<file path="src/rtl/demux_pkg.sv">
// Shared route encodings for the 1-to-3 distributor and its 3-input selector counterpart.
package demux_pkg;

    typedef enum logic [1:0] {
        SEL_A    = 2'b00,
        SEL_B    = 2'b01,
        SEL_C    = 2'b10,
        SEL_DROP = 2'b11
    } sel_e;

    localparam int unsigned SEL_W    = 2;
    localparam int unsigned NUM_CHAN = 3;

endpackage

</file>
<file path="src/rtl/demux_chan_buf.sv">
// Per-channel synchronous FIFO; head entry is presented on rdata.
module demux_chan_buf #(
    parameter  int unsigned W     = 8,
    parameter  int unsigned DEPTH = 2,
    localparam int unsigned PTR_W = $clog2(DEPTH),
    localparam int unsigned CNT_W = PTR_W + 1
) (
    input  logic             clk,
    input  logic             rst,
    input  logic             push,
    input  logic [W-1:0]     wdata,
    input  logic             pop,
    output logic [W-1:0]     rdata,
    output logic [CNT_W-1:0] count,
    output logic             full,
    output logic             empty
);

    logic [W-1:0]     mem [DEPTH];
    logic [PTR_W-1:0] wr_ptr;
    logic [PTR_W-1:0] rd_ptr;
    logic             do_push;
    logic             do_pop;

    assign full    = (count == CNT_W'(DEPTH));
    assign empty   = (count == '0);
    assign do_push = push && !full;
    assign do_pop  = pop && !empty;
    assign rdata   = mem[rd_ptr];

    // Storage, pointers (wrap modulo DEPTH) and occupancy; reset clears entries so the head reads zero.
    always_ff @(posedge clk) begin
        if (rst) begin
            for (int i = 0; i < int'(DEPTH); i++) begin
                mem[i] <= '0;
            end
            wr_ptr <= '0;
            rd_ptr <= '0;
            count  <= '0;
        end else begin
            if (do_push) begin
                mem[wr_ptr] <= wdata;
                wr_ptr      <= wr_ptr + PTR_W'(1);
            end
            if (do_pop) begin
                rd_ptr <= rd_ptr + PTR_W'(1);
            end
            case ({do_push, do_pop})
                2'b10:   count <= count + CNT_W'(1);
                2'b01:   count <= count - CNT_W'(1);
                default: count <= count;
            endcase
        end
    end

endmodule

</file>
<file path="src/rtl/demux_3.sv">
// Registered 1-to-3 distributor with independent per-channel buffers and a saturating drop counter.
module demux_3
    import demux_pkg::*;
#(
    parameter int unsigned IN_W  = 16,
    parameter int unsigned OUT_W = 8,
    parameter int unsigned DEPTH = 2,
    parameter int unsigned CNT_W = 8
) (
    input  logic             clk,
    input  logic             rst,
    input  logic [IN_W-1:0]  in_data,
    input  logic [1:0]       in_sel,
    input  logic             in_valid,
    output logic             in_ready,
    output logic [OUT_W-1:0] out_data_a,
    output logic             out_valid_a,
    input  logic             out_ready_a,
    output logic [OUT_W-1:0] out_data_b,
    output logic             out_valid_b,
    input  logic             out_ready_b,
    output logic [OUT_W-1:0] out_data_c,
    output logic             out_valid_c,
    input  logic             out_ready_c,
    output logic [CNT_W-1:0] drop_count
);

    localparam int unsigned BCNT_W = $clog2(DEPTH) + 1;

    sel_e              sel;
    logic              accept;
    logic [OUT_W-1:0]  word;
    logic [BCNT_W-1:0] count_a, count_b, count_c;
    logic              full_a, full_b, full_c;
    logic              empty_a, empty_b, empty_c;
    logic              push_a, push_b, push_c;

    assign sel    = sel_e'(in_sel);
    assign accept = in_valid && in_ready;
    assign word   = in_data[OUT_W-1:0];

    // Upper input bits are truncated by design.
    if (IN_W > OUT_W) begin : g_trunc
        logic unused_hi;
        assign unused_hi = ^in_data[IN_W-1:OUT_W];
    end

    // Ready depends only on the selected channel's registered occupancy; drops are always accepted.
    always_comb begin
        in_ready = 1'b1;
        case (sel)
            SEL_A:   in_ready = (count_a < BCNT_W'(DEPTH));
            SEL_B:   in_ready = (count_b < BCNT_W'(DEPTH));
            SEL_C:   in_ready = (count_c < BCNT_W'(DEPTH));
            default: in_ready = 1'b1;
        endcase
    end

    assign push_a = accept && (sel == SEL_A) && !full_a;
    assign push_b = accept && (sel == SEL_B) && !full_b;
    assign push_c = accept && (sel == SEL_C) && !full_c;

    assign out_valid_a = !empty_a;
    assign out_valid_b = !empty_b;
    assign out_valid_c = !empty_c;

    demux_chan_buf #(.W(OUT_W), .DEPTH(DEPTH)) u_buf_a (
        .clk(clk), .rst(rst), .push(push_a), .wdata(word), .pop(out_ready_a),
        .rdata(out_data_a), .count(count_a), .full(full_a), .empty(empty_a)
    );

    demux_chan_buf #(.W(OUT_W), .DEPTH(DEPTH)) u_buf_b (
        .clk(clk), .rst(rst), .push(push_b), .wdata(word), .pop(out_ready_b),
        .rdata(out_data_b), .count(count_b), .full(full_b), .empty(empty_b)
    );

    demux_chan_buf #(.W(OUT_W), .DEPTH(DEPTH)) u_buf_c (
        .clk(clk), .rst(rst), .push(push_c), .wdata(word), .pop(out_ready_c),
        .rdata(out_data_c), .count(count_c), .full(full_c), .empty(empty_c)
    );

    // Saturating count of words accepted on the drop route.
    always_ff @(posedge clk) begin
        if (rst) begin
            drop_count <= '0;
        end else if (accept && (sel == SEL_DROP) && (drop_count != '1)) begin
            drop_count <= drop_count + CNT_W'(1);
        end
    end

endmodule

</file>
<file path="config.mk">
export PLATFORM = sky130hd
export DESIGN_NAME = demux_3
export DESIGN_NICKNAME = d
export VERILOG_FILES = /design/src/rtl/demux_pkg.sv /design/src/rtl/demux_chan_buf.sv /design/src/rtl/demux_3.sv
export SDC_FILE = /design/constraint.sdc
export NUM_CORES = 1
export LEC_CHECK = 0
export BUFFER_PORTS_ARGS = -buffer_cell sky130_fd_sc_hd__buf_2
export CORE_ASPECT_RATIO = 1.75
export CORE_MARGIN = 2
export CORE_UTILIZATION = 50
export CTS_BUF_LIST = sky130_fd_sc_hd__clkbuf_16
export DETAILED_ROUTE_END_ITERATION = 8
export PLACE_DENSITY = 0.8
export SYNTH_ARGS = -nofsm -noshare
export SYNTH_HDL_FRONTEND = slang
export SYNTH_SLANG_ARGS = --single-unit
export TNS_END_PERCENT = 100
</file>
<file path="constraint.sdc">
create_clock -name clk -period 1.6 [get_ports clk]
set_input_delay 0.16 -clock clk [delete_from_list [all_inputs] [get_ports clk]]
set_output_delay 0.16 -clock clk [all_outputs]
set_load 0.02 [all_outputs]
</file>
* Word level (Yosys, flattened, before mapping)
Memory sizes are Yosys's and may differ from the RTL's. A register that Yosys moved wholly into a read port is not among the register bits.
Index checks and enable logic that the tools add are counted.
** Word-level totals
- Register bits :: 20
- Output and inout port bits :: 36
- Memories :: 3
- Bits in latches :: 0
- ROM bits :: 0
- RAM bits :: 48
- Input port bits :: 24
** Memory list
- u_buf_a.mem :: depth 2, bits a word 8, rd ports 1, clocked after Yosys merged registers in 1, wr ports 2, line demux_chan_buf.sv:19 : logic [W-1:0] mem [DEPTH];
- u_buf_b.mem :: depth 2, bits a word 8, rd ports 1, clocked after Yosys merged registers in 1, wr ports 2, line demux_chan_buf.sv:19
- u_buf_c.mem :: depth 2, bits a word 8, rd ports 1, clocked after Yosys merged registers in 1, wr ports 2, line demux_chan_buf.sv:19
** Cells by class
- Order comparisons :: 3
- Div/mod/pow operators :: 0
- Add/sub/neg operators :: 13
- Reduce and logical (&&, ||, !) cells :: 31
- $mul :: 0
- Bitwise logic cells :: 0
- Shift operators :: 0
- Mux-type cells :: 30
- Equal/unequal tests :: 13
** Operator list (number)
- $mux W8 :: 3
- $reduce_or A8 Y1 :: 3
- $mux W1 :: 23
- $eq A2 B2 Y1 const B :: 8
- $logic_and A1 B1 Y1 :: 15
- $pmux W2 S2 :: 3
- $add A8 B1 Y8 const B :: 1
- $eq A2 B1 Y1 const B :: 4
- $logic_not A2 Y1 :: 4
- $ne A8 B8 Y1 const B :: 1
- $add A1 B1 Y1 const B :: 6
- $add A2 B1 Y2 const B :: 3
- $logic_not A1 Y1 :: 6
- $lt A2 B2 Y1 const B :: 3
- $reduce_bool A2 Y1 :: 3
- $sub A2 B1 Y2 const B :: 3
- $pmux W1 S3 :: 1

* Logic depth before layout (Yosys ltp)
- Depth after elaboration :: 11
- Mapped depth :: 6
- Depth with buffers taken out :: 5

* By module
From an unflattened synthesis, not the netlist that was laid out.
** Second synthesis, totals
- Cell total of the unflattened synthesis :: 287
- Area, all modules :: 3260.6 sq um
** Modules (own cells, without submodules)
- demux_chan_buf :: instances 3, area each 935.9 sq um, cells an instance 78
- demux_3 :: instances 1, area each 452.9 sq um, cells an instance 53

* Worst setup path after synthesis
OpenSTA, ideal clock, no wires.
- Path kind :: reg2reg
- Start :: register u_buf_a.count[1]
- End :: register u_buf_a.count[1]
- Period minus slack after synthesis :: 1763 ps
- Setup time :: 70 ps
- Arrival time :: 1692 ps
- Stages on the path, launching flop included :: 5
- Setup slack :: -163 ps
- Path through :: dfxtp_1 or4b_4 ha_1 or3_1 a21oi_1
** On the way
- Longest elaborated chain between the ends :: 8
- Elaborated cells on any way between the ends :: 17
** Ends and longest elaborated chain
- start: declaration :: line demux_chan_buf.sv:14 : output logic [CNT_W-1:0] count,
- start signal: assignment :: line demux_chan_buf.sv:49 : 2'b10: count <= count + CNT_W'(1);
- start signal: assignment :: line demux_chan_buf.sv:50 : 2'b01: count <= count - CNT_W'(1);
- start signal: assignment :: line demux_chan_buf.sv:51 : default: count <= count;
- $lt A2 B2 Y1 :: line demux_3.sv:52 : SEL_A: in_ready = (count_a < BCNT_W'(DEPTH));
- $pmux W1 S3 :: line demux_3.sv:51 : case (sel)
- $logic_and A1 B1 Y1 :: line demux_3.sv:39 : assign accept = in_valid && in_ready;
- $logic_and A1 B1 Y1 (2 in a row) :: line demux_3.sv:59 : assign push_a = accept && (sel == SEL_A) && !full_a;
- $logic_and A1 B1 Y1 :: line demux_chan_buf.sv:27 : assign do_push = push && !full;
- $eq A2 B1 Y1 or $eq A2 B2 Y1 (tied branches) :: line demux_chan_buf.sv:48 : case ({do_push, do_pop})
- $pmux W2 S2 or $reduce_bool A2 Y1 (tied branches)
Several ways; a longest one is shown, not always the timed one.
A chain may end at the register's enable or synchronous reset.

* Final worst setup path
Ends and elaborated chain as after synthesis.

==> flow_summary_export.csv <==
group,metric,value,unit
drt,drt_pass1_iterations,5,
timing,rsz0062_at_grt,"yes",
logic_synthesis,syn_area_per_cell,12.5,um2
logic_synthesis,synth.distinct_cells,38,
timing,final.period_utilization,0.997,
drt,met1_length,2260,um
logic_synthesis,synth_area,0.00327,mm2
grt,antenna_found_initial,0,
logic_synthesis,synth_area_leaders,"edfxtp_1 (44%), dfxtp_1 (14%), and2_1 (9.2%)",
power,p_int,3990,uW
drt,wire_per_inst,14.5,um
logic_synthesis,synth_fa_ha_area_frac,0.0153,
min_path,min_path_type,"in -> reg",
grt,grt_overflow,0,
logic_synthesis,synth_top_family_by_area,"simple AND/OR/NAND/NOR gates",
power,power.leakage,0.00177,uW
drt,postRouteAntennaNets,0,
clock_network,clk_latency,0.33,ns
drt,met2_length,3370,um
power,p_clk_frac,0.431,
power,switching_share,0.241,
clock_network,root_buffer,"clkbuf_16",
die,ios,60,
logic_synthesis,synth_top_cell_by_area,"edfxtp_1",
power,p_comb_frac,0.151,
logic_synthesis,yosys.area_share.simple,0.199,
clock_network,postCtsSetupRepairBufs,0,
logic_synthesis,synth_compound_area_frac,0.0548,
logic_synthesis,synth-seq-cells,71,
die,initial_core_util,0.507,
power,pwr-share-seq,0.418,
clock_network,cts.sinks,71,
timing,setup_violations,0,
clock_network,hold_buffers,0,
critical_path,timing.critical_path.from_type,"register",
final_layout,final_util,0.654,
timing,period_needed,1.60,ns
timing,max_freq,627,MHz
die,dieArea,0.00722,mm2
timing,clock_skew,0.00335,ns
power,p_switching,1260,uW
clock_network,cts_buffers,9,
final_layout,fin_nets,367,
drt,drcViolationCount,0,
die,die_y,111,um
logic_synthesis,netlist_instances,261,
timing,hold_viol,0,
power,peakVddDrop,686,uV
status,outcome,"completed",
drt,vias,2219,
drt,via_per_inst,5.21,
logic_synthesis,yosys_warnings,0,
clock_network,cts_tree,"done",
final_layout,num_antenna_cells,0,
logic_synthesis,synth_edf_count,48,
place,portBuffers,51,
timing,maxSlewHeadroom,0.731,
clock_network,path_clk_slew,0.06,ns
grt,grt_use_total,0.188,
timing,worst_pin_slew,0.401,ns
power,power.density,1250,mW/mm2
job,drv_cap,0,
die,core,0.00644,mm2
logic_synthesis,synth-seq-area-share,0.582,
grt,grt_pass1_wl,10100,um
grt,grt_max_degree,19,
logic_synthesis,synth_top_area_frac,0.441,
critical_path,cp_max_fo,2,
logic_synthesis,muxShareOfSynthArea,0.0992,
clock_network,clockBufferDepth,2,
final_layout,layout-drive-gt1-share,0.331,
drt,wl_met3,322,um
final_layout,syn2layout_area_growth,29.0,%
logic_synthesis,yosys_most_used_dff,"edfxtp_1",
die,die_w,65.1,um
critical_path,cp.required,1.87,ns
logic_synthesis,syn-num-nets,289,
critical_path,arrival,1.87,ns
place,gp_congestion,0.817,
die,std_cell_rows,39,
critical_path,crit_type,"reg -> reg",
power,power,5250,uW
drt,drtIter0Drc,127,
grt,grt_pass1_vias,2256,
drt,dr.max_layer_used,"met4",
place,post-dp-hpwl,4310,um
timing,maxSlewViolCount,0,
clock_network,h-tree-depth,3,
logic_synthesis,synth_xor_area_frac,0.0322,
logic_synthesis,synthTopCellsByCount,"and2_1 (48), edfxtp_1 (48), dfxtp_1 (23)",
drt,routed_wl,6160,um
logic_synthesis,async_flop_share,0,
critical_path,cp-end-kind,"register",
## final timing paths
check | startpoint | end | slack (ns) | cells past startpoint
setup / recovery | u_buf_a.count[1]$_SDFFE_PP0P_ | u_buf_a.count[1]$_SDFFE_PP0P_ | 0.004 | 5
setup reg to reg | u_buf_a.count[1]$_SDFFE_PP0P_ | u_buf_a.count[1]$_SDFFE_PP0P_ | 0.004 | 5
hold reg to reg | drop_count[5]$_SDFFE_PP0P_ | drop_count[5]$_SDFFE_PP0P_ | 0.51 | 1
hold / removal | rst | u_buf_c.wr_ptr$_SDFFE_PP0P_ | 0.06 | 2
## through the flow
step,std cells,instance area [um2],setup TNS [ns],setup WS [ns],hold WS (ns)
after floorplan,261,3280,-0.101,-0.101,0.340
after global placement,410,3830,-0.0428,-0.0428,0.401
after detailed placement,410,3830,-0.0538,-0.0538,0.411
after CTS,426,4170,-0.0362,-0.0362,0.0626
after global routing,426,4210,-0.0537,-0.0537,0.0737
final,426,4210,0,0.00402,0.0649
## layer usage
layer / GRT usage / up-vias
li1: - / 1093
met3: 0.0518 / 17
met2: 0.340 / 63
met4: 0.0972 / 0
met5: 0 / -
met1: 0.189 / 1046
## kinds of logic (layout without fill, tap and decap cells)
kind of cell / count (synthesis) / count (layout)
compound gates: 26 / 26
xor+xnor: 12 / 12
fa+ha+maj: 4 / 4
buf+inv: 14 / 97
flops: 71 / 71
mux: 29 / 29
simple gates: 105 / 105
## layout make-up
cell class	instances	area (um2)
clock buffers	9	225
clock inverters	7	121
fillers	497	2230
inverters	2	7.51
multi-input cells	176	1360
flip-flops and latches	71	1910
well taps	82	103
repair buffers	79	490
## state kept, by name, summed over array words and instances, names as in the netlist, 2 cells and up, named ones only
| register | cells |
|---|---|
| u_buf_a.mem | 16 |
| u_buf_b.mem | 16 |
| u_buf_c.mem | 16 |
| drop_count | 8 |
| u_buf_a.count | 2 |
| u_buf_b.count | 2 |
| u_buf_c.count | 2 |
## critical path, cell delays in order (launching register included)
cell     delay, ns
dfxtp_1       0.31
or4b_4        0.50
ha_4          0.17
xnor2_1       0.12
or3_1         0.32
a21oi_2       0.11
## power by group through the flow
| stage | clock network (uW) | registers, uW | logic [uW] |
|---|---|---|---|
| after floorplan | 0 | 2180 | 556 |
| after global routing | 2380 | 2210 | 866 |
| after detailed placement | 0 | 2230 | 781 |
| after CTS | 2280 | 2200 | 788 |
| after global placement | 0 | 2230 | 767 |
| final | 2270 | 2190 | 791 |
## layout by cell type (no fill, tap or decap), types with 4 or more instances in the layout
cell | synthesis | layout
and3_1 | 5 | 5
xor2_1 | 6 | 6
buf_4 | 0 | 26
xnor2_1 | 6 | 6
buf_2 | 3 | 51
a211oi_1 | 4 | 4
clkbuf_16 | 0 | 9
mux2_1 | 21 | 21
a21oi_1 | 6 | 5
mux2_2 | 6 | 6
and2_1 | 48 | 48
nor2_1 | 19 | 19
edfxtp_1 | 48 | 48
dfxtp_1 | 23 | 20
or2_1 | 4 | 4
nor2b_1 | 4 | 4
## timing repair
action	CTS	global route
hold endpoints to repair	0	0
gates cloned	0	0
gates resized for setup	1	5
endpoints found under the setup margin	7	23
pin swaps	2	1
Note: power is estimated with default switching activity, not from simulation.
